### src/rtl/keymgr_pkg.sv
// Shared types and defaults for the sideload key packer.
package keymgr_pkg;

   localparam int KeyWidth  = 128;
   localparam int WordWidth = 32;

   typedef struct packed {
      logic [KeyWidth-1:0] key;
   } hw_key_req_t;

   typedef enum logic {
      StFill = 1'b0,
      StFull = 1'b1
   } packer_state_e;

   // Index width that stays legal (>= 1 bit) even for a single-word key.
   function automatic int idx_width(input int num_words);
      return (num_words > 1) ? $clog2(num_words) : 1;
   endfunction

endpackage

### src/rtl/keymgr_key_packer_if.sv
// Word stream in, assembled key out. The packer sits on the slave side.
interface keymgr_key_packer_if #(
   parameter int KeyWidth  = keymgr_pkg::KeyWidth,
   parameter int WordWidth = keymgr_pkg::WordWidth
);
   import keymgr_pkg::*;

   localparam int NumWords = KeyWidth / WordWidth;
   localparam int IdxW     = idx_width(NumWords);

   logic                 word_valid_i;
   logic                 word_ready_o;
   logic [WordWidth-1:0] word_i;
   logic                 clear_i;
   logic                 key_valid_o;
   hw_key_req_t          key_o;
   logic                 key_ack_i;
   logic [IdxW-1:0]      fill_idx_o;

   modport master (
      output word_valid_i, word_i, clear_i, key_ack_i,
      input  word_ready_o, key_valid_o, key_o, fill_idx_o
   );

   modport slave (
      input  word_valid_i, word_i, clear_i, key_ack_i,
      output word_ready_o, key_valid_o, key_o, fill_idx_o
   );

endinterface

### src/rtl/keymgr_key_packer.sv
// Sideload key writer: packs 32-bit words into a full key, exposes it only
// when complete, and wipes it on consumer ack or explicit clear.
//
//  state  | meaning
//  -------+-----------------------------------------------------------
//  StFill | accepting words into the slot selected by idx
//  StFull | key complete and visible, waiting for ack (or clear)
module keymgr_key_packer #(
   parameter int KeyWidth  = keymgr_pkg::KeyWidth,
   parameter int WordWidth = keymgr_pkg::WordWidth
) (
   input  logic                clk_i,
   input  logic                rst_ni,
   keymgr_key_packer_if.slave  bus
);
   import keymgr_pkg::*;

   localparam int NumWords = KeyWidth / WordWidth;
   localparam int IdxW     = idx_width(NumWords);

   if ((KeyWidth % WordWidth) != 0) begin : g_chk_mult
      $error("KeyWidth must be a multiple of WordWidth");
   end
   if (KeyWidth != $bits(hw_key_req_t)) begin : g_chk_key
      $error("KeyWidth must match hw_key_req_t");
   end

   packer_state_e        state_q, state_d;
   logic [IdxW-1:0]      idx_q, idx_d;
   logic [KeyWidth-1:0]  key_q, key_d;
   logic                 word_hs;
   logic [NumWords-1:0]  slot_en;

   assign word_hs = bus.word_valid_i & (state_q == StFill);

   // One-hot slot enable for the word being handshaked this cycle.
   always_comb begin
      slot_en = '0;
      for (int i = 0; i < NumWords; i++) begin
         slot_en[i] = word_hs && (idx_q == IdxW'(i));
      end
   end

   // Next state: clear beats ack beats handshake; clear drops any word in flight.
   always_comb begin
      state_d = state_q;
      idx_d   = idx_q;
      key_d   = key_q;
      if (bus.clear_i) begin
         state_d = StFill;
         idx_d   = '0;
         key_d   = '0;
      end else if (state_q == StFull) begin
         if (bus.key_ack_i) begin
            state_d = StFill;
            key_d   = '0;
         end
      end else if (word_hs) begin
         for (int i = 0; i < NumWords; i++) begin
            if (slot_en[i]) key_d[i*WordWidth +: WordWidth] = bus.word_i;
         end
         if (idx_q == IdxW'(NumWords - 1)) begin
            idx_d   = '0;
            state_d = StFull;
         end else begin
            idx_d = idx_q + IdxW'(1);
         end
      end
   end

   // State, slot index and key storage.
   always_ff @(posedge clk_i or negedge rst_ni) begin
      if (!rst_ni) begin
         state_q <= StFill;
         idx_q   <= '0;
         key_q   <= '0;
      end else begin
         state_q <= state_d;
         idx_q   <= idx_d;
         key_q   <= key_d;
      end
   end

   // Outputs come only from flops; the key is masked until complete.
   assign bus.word_ready_o = (state_q == StFill);
   assign bus.key_valid_o  = (state_q == StFull);
   assign bus.key_o.key    = (state_q == StFull) ? key_q : '0;
   assign bus.fill_idx_o   = idx_q;

endmodule

### src/flat_wrapper.sv
// flat-port wrapper written by rule: the top's interface ports become plain ports
module keymgr_key_packer_flat import keymgr_pkg::*;
#(
   parameter int KeyWidth  = keymgr_pkg::KeyWidth,
   parameter int WordWidth = keymgr_pkg::WordWidth
)
  (clk_i, rst_ni, bus_word_valid_i, bus_word_i, bus_clear_i, bus_key_ack_i, bus_word_ready_o, bus_key_valid_o, bus_key_o, bus_fill_idx_o);
  keymgr_key_packer_if #(.KeyWidth(KeyWidth), .WordWidth(WordWidth)) bus_i ();
  input  logic clk_i;
  input  logic rst_ni;
  input wire logic [$bits(bus_i.word_valid_i)-1:0] bus_word_valid_i;
  input wire logic [$bits(bus_i.word_i)-1:0] bus_word_i;
  input wire logic [$bits(bus_i.clear_i)-1:0] bus_clear_i;
  input wire logic [$bits(bus_i.key_ack_i)-1:0] bus_key_ack_i;
  output wire logic [$bits(bus_i.word_ready_o)-1:0] bus_word_ready_o;
  output wire logic [$bits(bus_i.key_valid_o)-1:0] bus_key_valid_o;
  output wire logic [$bits(bus_i.key_o)-1:0] bus_key_o;
  output wire logic [$bits(bus_i.fill_idx_o)-1:0] bus_fill_idx_o;
  assign bus_i.word_valid_i = bus_word_valid_i;
  assign bus_i.word_i = bus_word_i;
  assign bus_i.clear_i = bus_clear_i;
  assign bus_i.key_ack_i = bus_key_ack_i;
  assign bus_word_ready_o = bus_i.word_ready_o;
  assign bus_key_valid_o = bus_i.key_valid_o;
  assign bus_key_o = bus_i.key_o;
  assign bus_fill_idx_o = bus_i.fill_idx_o;
  keymgr_key_packer #(.KeyWidth(KeyWidth), .WordWidth(WordWidth)) u_core (.clk_i(clk_i), .rst_ni(rst_ni), .bus(bus_i));
endmodule
### config.mk
export PLATFORM = sky130hd
export DESIGN_NAME = keymgr_key_packer_flat
export DESIGN_NICKNAME = d
export VERILOG_FILES = /design/src/rtl/keymgr_pkg.sv /design/src/rtl/keymgr_key_packer_if.sv /design/src/rtl/keymgr_key_packer.sv /design/src/flat_wrapper.sv
export SDC_FILE = /design/constraint.sdc
export NUM_CORES = 1
export LEC_CHECK = 0
export CAP_MARGIN = 40
export CORE_MARGIN = 2
export CORE_UTILIZATION = 40
export DETAILED_ROUTE_END_ITERATION = 10
export PLACE_DENSITY = 0.68
export SLEW_MARGIN = 20
export SYNTH_ARGS = -nofsm -noshare
export SYNTH_HDL_FRONTEND = slang
export SYNTH_SLANG_ARGS = --single-unit
### constraint.sdc
create_clock -name clk_i -period 1.7 [get_ports clk_i]
set_input_delay 0.255 -clock clk_i [delete_from_list [all_inputs] [get_ports clk_i]]
set_output_delay 0.255 -clock clk_i [all_outputs]
set_load 0.02 [all_outputs]
[Word-level counts from Yosys, hierarchy flattened]
Cells that the tools add are included.
Word-level totals
  bits in registers: 131
  input port bits: 37
  output and inout bits: 132
Operators by class
  add/subtract/negate cells: 1
  eq/ne operators: 5
  muxes and demuxes: 18
  bitwise operators: 2
  reduce and logical (&&, ||, !) cells: 16
Operators with widths (count)
  $mux W128: 5
  $mux W32: 4
  $reduce_bool A3 Y1: 5
  $reduce_and A3 Y1: 4
  $mux W2: 4
  $mux W1: 5
  $eq A2 B2 Y1 const B: 2
  $logic_and A1 B1 Y1: 4
  $ne A3 B3 Y1 const B: 1
  $add A2 B1 Y2 const B: 1
  $eq A2 B1 Y1 const B: 1
  $logic_not A2 Y1: 1
  $ne A2 B2 Y1 const B: 1
  $reduce_and A2 Y1: 1
  $reduce_bool A2 Y1: 1
  $and A1 B1 Y1: 1
  $not A1 Y1: 1

[Longest topological paths before layout]
  depth in word-level cells: 7
  depth in mapped cells: 6
  mapped depth without buffers: 5

[Least setup slack after synthesis]
No wires, ideal clock.
  path type: flip-flop to output port
  start point: reg u_core.state_q (netlist: u_core.bus.key_valid_o)
  end point: out bus_key_o[108]
  data arrival time: 1.310 ns
  slack: 0.135 ns
  cell stages (with the launch flop): 5
  path through: dfrtp_1 > buf_4 > clkbuf_1 > clkbuf_1 > and2_1
Between the ends
  cells in the longest elaborated chain, start to end: 1
RTL lines
  start: declaration: line keymgr_key_packer.sv:28  | packer_state_e state_q, state_d;
  start signal: assignment: line keymgr_key_packer.sv:74  | state_q <= StFill;
  start signal: assignment: line keymgr_key_packer.sv:78  | state_q <= state_d;
  $mux W128: line keymgr_key_packer.sv:87  | assign bus.key_o.key = (state_q == StFull) ? key_q : '0;
  end: declaration: line flat_wrapper.sv:17  | output wire logic [$bits(bus_i.key_o)-1:0] bus_key_o;
Every way passes these cells.

[Worst setup path in the final report]
  start point: reg u_core.state_q (netlist: u_core.bus.key_valid_o)
  end point: out bus_key_o[63]
Same word-level chain as after synthesis.

==> results <==
- The wire length reported by the detailed router is 16,400 um.
- The all-layer global routing usage is 0.204.
- The worst-case vdd ir drop is 0.524 mV.
- The count of non-filler cells in the finished layout is 978.
- In this run the critical register-to-register path is launched from u_core.bus.key_valid_o$_DFF_PN0_.
- The register bit total from synthesis is 131.
- The max-capacitance violation count is 0.
- The path class of the lowest-slack min-delay path is input pin to async pin.
- The total congestion overflow is 0.
- Summing internal, switching and leakage power gives 7580 uW.
- The starting utilization of the core area is 0.408.
- The required time of the critical path is 1.44 ns.
- The net load switching power is 1780 uW.
- Entering global routing, the biggest net connects 62 pins.
- TritonCTS built the clock tree.
- The later pin in the worst-skew pair is clocked with a latency of 0.41 ns.
- The share of layout cells above drive strength 1 is 0.271.
- After clock tree synthesis, the clock-pin slew on the worst setup and hold paths is 0.06 ns.
- The post-synthesis instance area is 0.00615 mm^2.
- The H-tree generated during clock tree synthesis spans 4 levels.
- The time the final worst path needs with I/O delays and setup is 1.77 ns.
- The initial antenna violation count is 0.
- The average footprint of a synthesized cell is 9.86 um^2.
- The via count of the first global-routing pass is 5,149.
- Derived from the worst setup path, the maximum achievable clock frequency is 0.564 GHz.
- Once placement completed, the tool counted placed cells totaling 943.
- The root buffer cell chosen for the clock tree is sky130_fd_sc_hd__clkbuf_16.
- The sequential share of power is 0.438.
- After synthesis, the netlist uses 25 different library cells.
- The number of buffers added on ports is 168.
- By area the synthesized netlist is led by sky130_fd_sc_hd__dfrtp_1 53%, sky130_fd_sc_hd__and2_1 13%, sky130_fd_sc_hd__nand3_1 10%.
- The maximum clock skew at final layout is 0.00643 ns.
- The TritonCTS buffer count is 17.
- The worst register-to-register path has a setup slack of 0.06 ns.
- The full die area is 0.0164 mm^2.
- The clock drives 131 sinks.
- The final reports fail on setup timing.
- The power density over cell area is 932 mW/mm^2.
- The floorplan die height is 128 um.
- Setup repair after global routing could not meet its margin everywhere.
- Counting instances in the post-synthesis netlist gives the leading cell types as 131 x sky130_fd_sc_hd__dfrtp_1, 128 x sky130_fd_sc_hd__and2_1, 126 x sky130_fd_sc_hd__nand3_1.
- Cell internal power was estimated by the tool at 5800 uW.
- The switching share of total power is 0.235.
- The max-slew violation count came to 0.
- The count of nets left with antenna violations once routing finished came out at 0.
- The setup total negative slack is -2.80 ns.
- The detailed placer's ending HPWL is 10,600 um.
- The total number of vias is 5,077.
- After floorplanning, the core was divided into 45 placement rows.
- The category of the critical setup timing path is register to primary output.
- The largest individual stage delay along the critical path comes from the cell sky130_fd_sc_hd__dfrtp_4.
- The count of pins on the block boundary is 169.
- Routability-driven placement finished with a final weighted congestion of 0.802.
- The total of endpoints with negative setup slack in the final report is 112.
- From left edge to right edge, the die measures 128 um.
- The placeable core region is 0.0151 mm^2.
- The via-per-instance ratio is 5.19.
- The mean routed wirelength per cell is 16.8 um.
- The combinational power share is 0.086.
- The layout overhead on the synthesized area is 32.1%.
- The area used by sequential logic in the layout is 0.00328 mm^2.
- The wire length of the first global-routing pass is 26,400 um.
- The slew at the pin closest to its max-slew limit is 0.480 ns.
- Along the worst path, the maximum fanout reaches 29.
- The share of flip-flops with an asynchronous set or reset after synthesis is 1.00.
- The least setup slack across all paths after layout is -0.0743 ns.
- The number of buffers between clock root and the deepest sink is 2.
- The worst setup timing slack at the placement stage is -0.0324 ns.
- The yosys synthesis warning count is 0.
- The type of destination of the critical path is a primary output.
- The number of DRC violations after detailed routing is 0.
- The end of the worst register-to-register path is u_core.key_q[114]$_DFFE_PN0P_.
- The number of antenna diodes in the final layout is 0.
- Of the synthesized area, sequential elements account for 0.533.
- The synthesized design contains 0 enable-type register cells.
- The number of iterations in the first detailed-routing pass is 4.
- Dividing the final minimum period by the clock period gives 1.04.
- The number of endpoints with negative hold slack in the final report is 0.
- For this run, the leading register cell type out of synthesis is sky130_fd_sc_hd__dfrtp_1.
- The largest single stage delay on the critical path is 0.56 ns.
- The multi-input combinational cells in the finished layout cover a total of 0.00249 mm^2.
- The type of element launching the critical path is a register.
- When the netlist entered floorplanning its net count stood at 665.
- The signal arrival time at the worst endpoint is 1.52 ns.
- Counting cells, the worst reg-to-reg path comes to 5.
- The analysis attributes to cell leakage a power of 0.00403 uW.
- The signal on the critical path passes through clkbuf_16, and2_1, buf_2.
- The area share of the largest cell type after synthesis is 0.533.
- In the synthesized netlist, the number of instances is 624.
- The run finished, with violations left.
- The dominant cell by count in the synthesized netlist is sky130_fd_sc_hd__dfrtp_1.
- In this run the tightest slew margin relative to its limit is 0.680.
- Measured on the finished design, the core utilization comes to 0.539.
- After the last flow step, the layout net total stands at 818.
- Of the total power, the clock network draws 0.475.
- The initial detailed-routing violation count is 252.
- The largest area contributor in the synthesized netlist is sky130_fd_sc_hd__dfrtp_1.
- The number of fillers in the final layout is 1,413.
==> flip-flops by register name, indices dropped and copies added, names as in the netlist <==
signal,flops
u_core.key_q,128
u_core.bus.key_valid_o,1
u_core.bus.fill_idx_o,2
==> power by group through the flow <==
stage                     combinational [uW]  sequential, uW  clock, uW
final                                    655            3320       3600
after global routing                     729            3340       3810
after CTS                                663            3320       3650
after floorplan                          371            3350          0
after global placement                   644            3370          0
after detailed placement                 666            3370          0
==> critical path: cells and delay by family, from the launching register on <==
| family | cells | cell delay [ns] |
|---|---|---|
| buf+inv | 2 | 0.38 |
| flops | 1 | 0.56 |
| simple gates | 1 | 0.17 |
==> per-stage QoR <==
stage          hold WS, ns  cell area, um^2
2_1_floorplan      -0.0406             6150
3_3_place_gp         0.224             8030
3_5_place_dp         0.229             8030
4_1_cts              0.358             8500
5_1_grt              0.389             8130
6_report             0.354             8130
==> kinds of logic after synthesis <==
family | count (synthesis) | synth area share
compound gates | 130 | 0.115
xor+xnor | 1 | 0.00142
fa+ha+maj | 4 | 0.00813
buf+inv | 60 | 0.0683
flops | 131 | 0.533
mux | 1 | 0.00163
simple gates | 297 | 0.272
==> placed cells by master (no fill, tap or decap), drive strengths merged <==
cell type,synthesis,final
ha,4,4
nand3,128,128
clkinv,0,4
dlygate4sd2,0,2
clkdlybuf4s50,0,35
and2,128,128
nor2,3,3
mux2i,1,1
and2b,1,1
nand3b,4,4
buf,41,148
a21oi,2,2
xnor2,1,1
clkbuf,16,28
dfrtp,131,131
bufinv,0,2
nand2,32,32
clkinvlp,0,3
inv,3,3
nand2b,1,1
dlygate4sd3,0,1
o21ai,128,128
==> final cells by class <==
| cell class | instances | area share |
|---|---|---|
| sequential | 131 | 0.404 |
| multi-input combinational | 433 | 0.306 |
| timing repair buffer | 191 | 0.187 |
| clock buffer | 23 | 0.0600 |
| tap | 188 | 0.0289 |
| clock inverter | 9 | 0.0126 |
| inverter | 3 | 0.00138 |
==> routing by layer <==
layer / wire length [um] / GRT usage / vias to the layer above / share of wire
met5: 0 / 0 / - / 0
met4: 334 / 0.0769 / 0 / 0.020
met3: 897 / 0.0426 / 28 / 0.055
met2: 7880 / 0.333 / 164 / 0.48
met1: 7280 / 0.271 / 2464 / 0.44
li1: - / - / 2421 / -
==> worst max path at each step <==
stage	slack [ns]	cells past startpoint	start	end
2_1_floorplan	0.13	4	u_core.bus.key_valid_o$_DFF_PN0_	bus_key_o[108]
3_3_place_gp	-0.02	3	u_core.bus.key_valid_o$_DFF_PN0_	bus_key_o[29]
3_5_place_dp	-0.03	5	bus_clear_i	u_core.key_q[65]$_DFFE_PN0P_
4_1_cts	-0.16	3	u_core.bus.key_valid_o$_DFF_PN0_	bus_key_o[24]
5_1_grt	-0.11	3	u_core.bus.key_valid_o$_DFF_PN0_	bus_key_o[63]
6_report	-0.07	3	u_core.bus.key_valid_o$_DFF_PN0_	bus_key_o[63]
==> repair_timing <==
action                                  4_1_cts  5_1_grt
endpoints found under the setup margin      132      126
hold buffers                                  1        0
cloned                                        0        2
setup buffers                                 0        0
pin swaps                                     0        1
resized for setup                           437      120
hold endpoints to repair                     44        0
No activity file was read; power rests on OpenSTA's default activity.
==> edit 1 (same settings) <==
Set the package constant `WordWidth` to 64 (it was 32).
--- a/src/rtl/keymgr_pkg.sv
+++ b/src/rtl/keymgr_pkg.sv
@@ -2,7 +2,7 @@
 package keymgr_pkg;
 
    localparam int KeyWidth  = 128;
-   localparam int WordWidth = 32;
+   localparam int WordWidth = 64;
 
    typedef struct packed {
       logic [KeyWidth-1:0] key;
Ports: changed (resized bus_fill_idx_o and bus_word_i); port bits go from 169 to 200. The function was not compared with the original's and may differ.
==> edit 1 against the original RTL <==
The flow still finishes with violations (setup timing). Worst setup slack got worse by 35 ps. Die area decreased by 3.1%. Final area increased by 8.4%. Wire length increased by 22%. Critical endpoint is now u_core.key_q[9]$_DFFE_PN0P_. Total power increased by 4.5%. Critical path type is now register to register. Area after synthesis decreased by 3.2%. Synthesized cell count increased by 4.3%. Sequential cell count decreased by 1.
==> edit 1: results (changes against the original RTL) <==
| Metric | Value |
|---|---|
| FF-to-FF End | `u_core.key_q[9]$_DFFE_PN0P_` |
| Sequential share of the synthesized area | `54.6% (+1.3 points)` |
| Layout cells sized above 1 | `25.7% (-1.4 points)` |
| # fillers | `1291 (-8.6%)` |
| Worst setup endpoint | `u_core.key_q[9]$_DFFE_PN0P_` |
| Pleak | `0.00425 µW (+5.4%)` |
| Mux contribution to synthesized area | `0% (-0.16 points)` |
| Initial antenna violation count | `0 (unchanged)` |
| Synth Area in Compound Gates | `11.4% (-0.15 points)` |
| Place WS | `-35.7 ps (-3.39 ps)` |
| Fin worst setup slack | `-109 ps (-34.8 ps)` |
| Number of I/O port buffers | `199 (+18%)` |
| Failing checks | `setup timing` |
| Metal1 wirelength | `8970 µm (+23%)` |
| Outcome | `finished with violations` |
| Adder-Cell Fraction of Synth Area | `0% (-0.81 points)` |
| Met2 Usage GRT | `33.7% (+0.43 points)` |
| CP top delay family | `simple AND/OR/NAND/NOR gates` |
| Met3 wire len | `1410 µm (+57%)` |
| Slowest CP cell | `or3b_4` |
| Met2 wire length | `9440 µm (+20%)` |
| Post-synth cell types | `18 (-28%)` |
| Final net count | `921 (+13%)` |
| Worst-margin pin slew | `340 ps (-141 ps)` |
| Final GP Congestion | `0.799 (-0.32%)` |
| Vias in the first global route | `5399 (+4.9%)` |
| Worst clock skew | `5.72 ps (-0.712 ps)` |
| XOR/XNOR share of the synthesized area | `0% (-0.14 points)` |
| Post-synth top cells | `130 x dfrtp_1, 128 x and2_1, 123 x nand3_1, 119 x o21ai_0, 64 x nand2_1` |
| Met1 GRT Util | `29.8% (+2.7 points)` |
| Most flop-heavy register | `u_core.key_q` |
| Hpwl dp | `10900 µm (+2.1%)` |
| Number of setup buffers added after CTS | `4 (+4)` |
| Clock root cell | `clkbuf_16` |
| Routed WL | `20100 µm (+22%)` |
| Iteration-0 DRC Markers | `354 (+40%)` |
| Final setup viols | `139 (+24%)` |
| First-pass GRT wire length | `27700 µm (+5.2%)` |
| Post-Syn Nets | `720 (+8.3%)` |
| Reg2reg path depth | `6 (+1)` |
| CTS resizes | `436 (-0.23%)` |
| Dpl cell area | `8200 µm² (+2.1%)` |
| Worst vdd ir | `0.000517 V (-1.4%)` |
| Largest cells by area after synthesis | `dfrtp_1 55%, and2_1 13%, nand3_1 10%, o21ai_0 10%, nand2_1 4.0%` |
| First-pass DRT Iterations | `7 (+3)` |
| Area Growth Syn to Fin | `47.9%` |
| Pin count of the biggest net entering global routing | `67 (+8.1%)` |
| Global-route met3 utilization | `5.27% (+1.0 points)` |
edit 1: cell count changes after synthesis, moves of 6 or more:
cell and delta:
o21ai_2 -10, clkbuf_1 +27, o21ai_1 -52, buf_1 +6
o21ai_0 +63, buf_6 -17, nand2_1 +32
edit 1: where the power goes:
| group | internal, µW | switching (µW) |
|---|---|---|
| Clock | 2190 | 1260 |
| Sequential | 3260 | 89.8 |
| Combinational | 506 | 615 |
| Total | 5950 | 1960 |
edit 1: metrics by stage:
stage          hold WS, ps  instances  TNS [ps]  power, µW
2_1_floorplan        -40.6        651         0       3790
3_3_place_gp           183        987      -137       4230
3_5_place_dp           182        987      -655       4250
4_1_cts                292       1025    -24210       7720
5_1_grt                312       1048    -14330       8210
6_report               296       1048     -5110       7920
edit 1: final cells by class:
cell class / count / share of cell area [%]
Clock buffer: 26 / 5.78
Timing Repair Buffer: 243 / 26.0
Multi-Input combinational cell: 458 / 28.1
Inverter: 2 / 0.0852
Tap cell: 184 / 2.61
Sequential cell: 130 / 36.9
Clock inverter: 5 / 0.568
==> edit 2 (same flow settings) <==
Made on the original files. `key_q` no longer has a reset.
--- a/src/rtl/keymgr_key_packer.sv
+++ b/src/rtl/keymgr_key_packer.sv
@@ -73,12 +73,14 @@
       if (!rst_ni) begin
          state_q <= StFill;
          idx_q   <= '0;
-         key_q   <= '0;
       end else begin
          state_q <= state_d;
          idx_q   <= idx_d;
-         key_q   <= key_d;
       end
+   end
+
+   always_ff @(posedge clk_i) begin
+      key_q <= key_d;
    end
 
    // Outputs come only from flops; the key is masked until complete.
Formal check against the unedited RTL: no difference found for any inputs over 4 cycles, from zero or initial values and one cycle with rst_ni low; that may be too few to reach the edited logic, so the function may still have changed.
==> edit 2 against the original RTL <==
Area after synthesis is 13% lower. Worst hold slack worse by 300 ps. Global-route usage is 0.45 points higher. Sequential cell count stayed put. Worst setup slack better by 8.5 ps. The flow still finishes with violations (setup timing). Total power is 0.69% lower. Register-to-register slack better by 20 ps. First-iteration DRC count is 27% higher. Critical path depth is 1 higher. Count of clock-buffer cells in the layout is 2 lower. Final area is 8.8% lower. Cell count is 1.2% lower. Wire length is 8.6% lower.
==> edit 2: results (changes against the original RTL) <==
| Metric | Value |
|---|---|
| Outcome | `finished with violations` |
| Failing checks | `setup timing` |
| Post-synth cell types | `20 (-20%)` |
| Reg2reg path depth | `6 (+1)` |
| DR WL/cell | `15.5 µm (-7.5%)` |
| Hpwl dp | `10000 µm (-5.6%)` |
| Post-synth top cells | `128 x and2_1, 128 x dfxtp_1, 128 x nand3_1, 125 x o21ai_0, 33 x nand2b_1` |
| Worst setup endpoint | `bus_key_o[82]` |
| Slew HR | `78.1% (+10 points)` |
| Post-DR vias/cell | `5.02 (-3.3%)` |
| Place WS | `-99.1 ps (-66.7 ps)` |
| GRT Total Usage | `20.9% (+0.45 points)` |
| DP Cell Count | `930 (-1.4%)` |
| Syn_area_per_cell | `8.55 µm² (-13%)` |
| Post-synth ARST share | `2.29% (-98 points)` |
| Metal1 wirelength | `6880 µm (-5.5%)` |
| First-pass GRT wire length | `24000 µm (-9.1%)` |
| Pin count of the biggest net entering global routing | `49 (-21%)` |
| Pleak | `0.00323 µW (-20%)` |
| Int Power | `5860 µW (+1.1%)` |
| Final net count | `819 (+0.12%)` |
| FF-to-FF End | `u_core.key_q[104]$_SDFFE_PP0P_` |
| R2R Setup Slk | `80 ps (+20 ps)` |
| Total negative setup slack | `-1790 ps (+1010 ps)` |
| Iteration-0 DRC Markers | `321 (+27%)` |
| Min-Delay Path Class | `input port to asynchronous set/reset pin` |
| Met2 wire length | `6800 µm (-14%)` |
| Largest cells by area after synthesis | `dfxtp_1 48%, and2_1 15%, nand3_1 12%, o21ai_0 12%, nand2b_1 3.9%` |
| Number of flip-flops in the largest register | `128 (unchanged)` |
| Met3 wire len | `1170 µm (+31%)` |
| Final GP Congestion | `0.809 (+0.86%)` |
| Sequential share of the synthesized area | `49.3% (-3.9 points)` |
| Fin worst setup slack | `-65.8 ps (+8.52 ps)` |
| Routed WL | `15000 µm (-8.6%)` |
| Final setup viols | `40 (-64%)` |
| Post-Syn Nets | `666 (+0.15%)` |
| Layout cells sized above 1 | `25.8% (-1.3 points)` |
| Vias in the first global route | `4806 (-6.7%)` |
[edit 2: what timing repair did]
action                                  in CTS  in global routing
resized for setup                          527                 38
hold buffers                                 0                  0
hold endpoints to repair                     0                  0
gates cloned                                 1                  0
setup buffers                                6                  1
endpoints found under the setup margin     132                103
[edit 2: worst min-delay path by stage]
stage | endpoint | startpoint | slack, ps
floorplan | u_core.bus.fill_idx_o[0]$_DFFE_PN0P_ | rst_ni | -40
global placement | u_core.key_q[9]$_SDFFE_PP0P_ | u_core.key_q[9]$_SDFFE_PP0P_ | 450
detailed placement | u_core.key_q[60]$_SDFFE_PP0P_ | u_core.key_q[60]$_SDFFE_PP0P_ | 450
CTS | u_core.bus.fill_idx_o[1]$_DFFE_PN0P_ | rst_ni | 40
global route | u_core.bus.fill_idx_o[1]$_DFFE_PN0P_ | rst_ni | 50
finish | u_core.bus.fill_idx_o[1]$_DFFE_PN0P_ | rst_ni | 50
[edit 2: power groups by stage]
stage	Combinational, µW	Sequential, µW	Clock (µW)
after global routing	578	3280	3890
final	523	3270	3730
after CTS	525	3270	3780
after floorplan	282	3310	0
after detailed placement	526	3330	0
after global placement	508	3330	0
[edit 2: worst max-delay path: stages, from the launching register on]
cell	delay (ps)
dfrtp_2	460
buf_4	160
buf_12	140
and2_1	170
buf_2	160
[edit 2: kinds of logic (layout without fill, tap and decap cells)]
group                    count (synthesis)  after routing  share of synthesized area, %
AND/OR/NAND/NOR                        297            297                          31.9
adder cells (fa/ha/maj)                  4              4                         0.936
multiplexers                             2              2                         0.374
flip-flops                             131            131                          49.3
AO/OA/AOI/OAI                          130            130                          12.2
buffers and inverters                   61            226                          5.27
[edit 2: layer usage]
layer  up-vias  global-route usage [%]
li1       2407                       -
met4         0                    5.88
met1      2252                    27.0
met2       178                    33.4
met5         -                       0
met3        12                    7.03
[edit 2: layout make-up]
type | count | area (µm²)
Inverter | 3 | 11.3
Clock buffer | 21 | 480
Fill cell | 1214 | 5720
Clock inverter | 10 | 130
Timing Repair Buffer | 192 | 1460
Multi-Input combinational cell | 433 | 2470
Sequential cell | 131 | 2640
Tap cell | 176 | 220
[edit 2: stage by stage]
step | utilization [%] | power, µW | cell area, µm²
detailed placement | 55.3 | 3860 | 7270
finish | 56.5 | 7520 | 7420
CTS | 56.7 | 7570 | 7450
floorplan | - | 3590 | 5350
global placement | 55.3 | 3840 | 7270
global route | 56.5 | 7750 | 7420
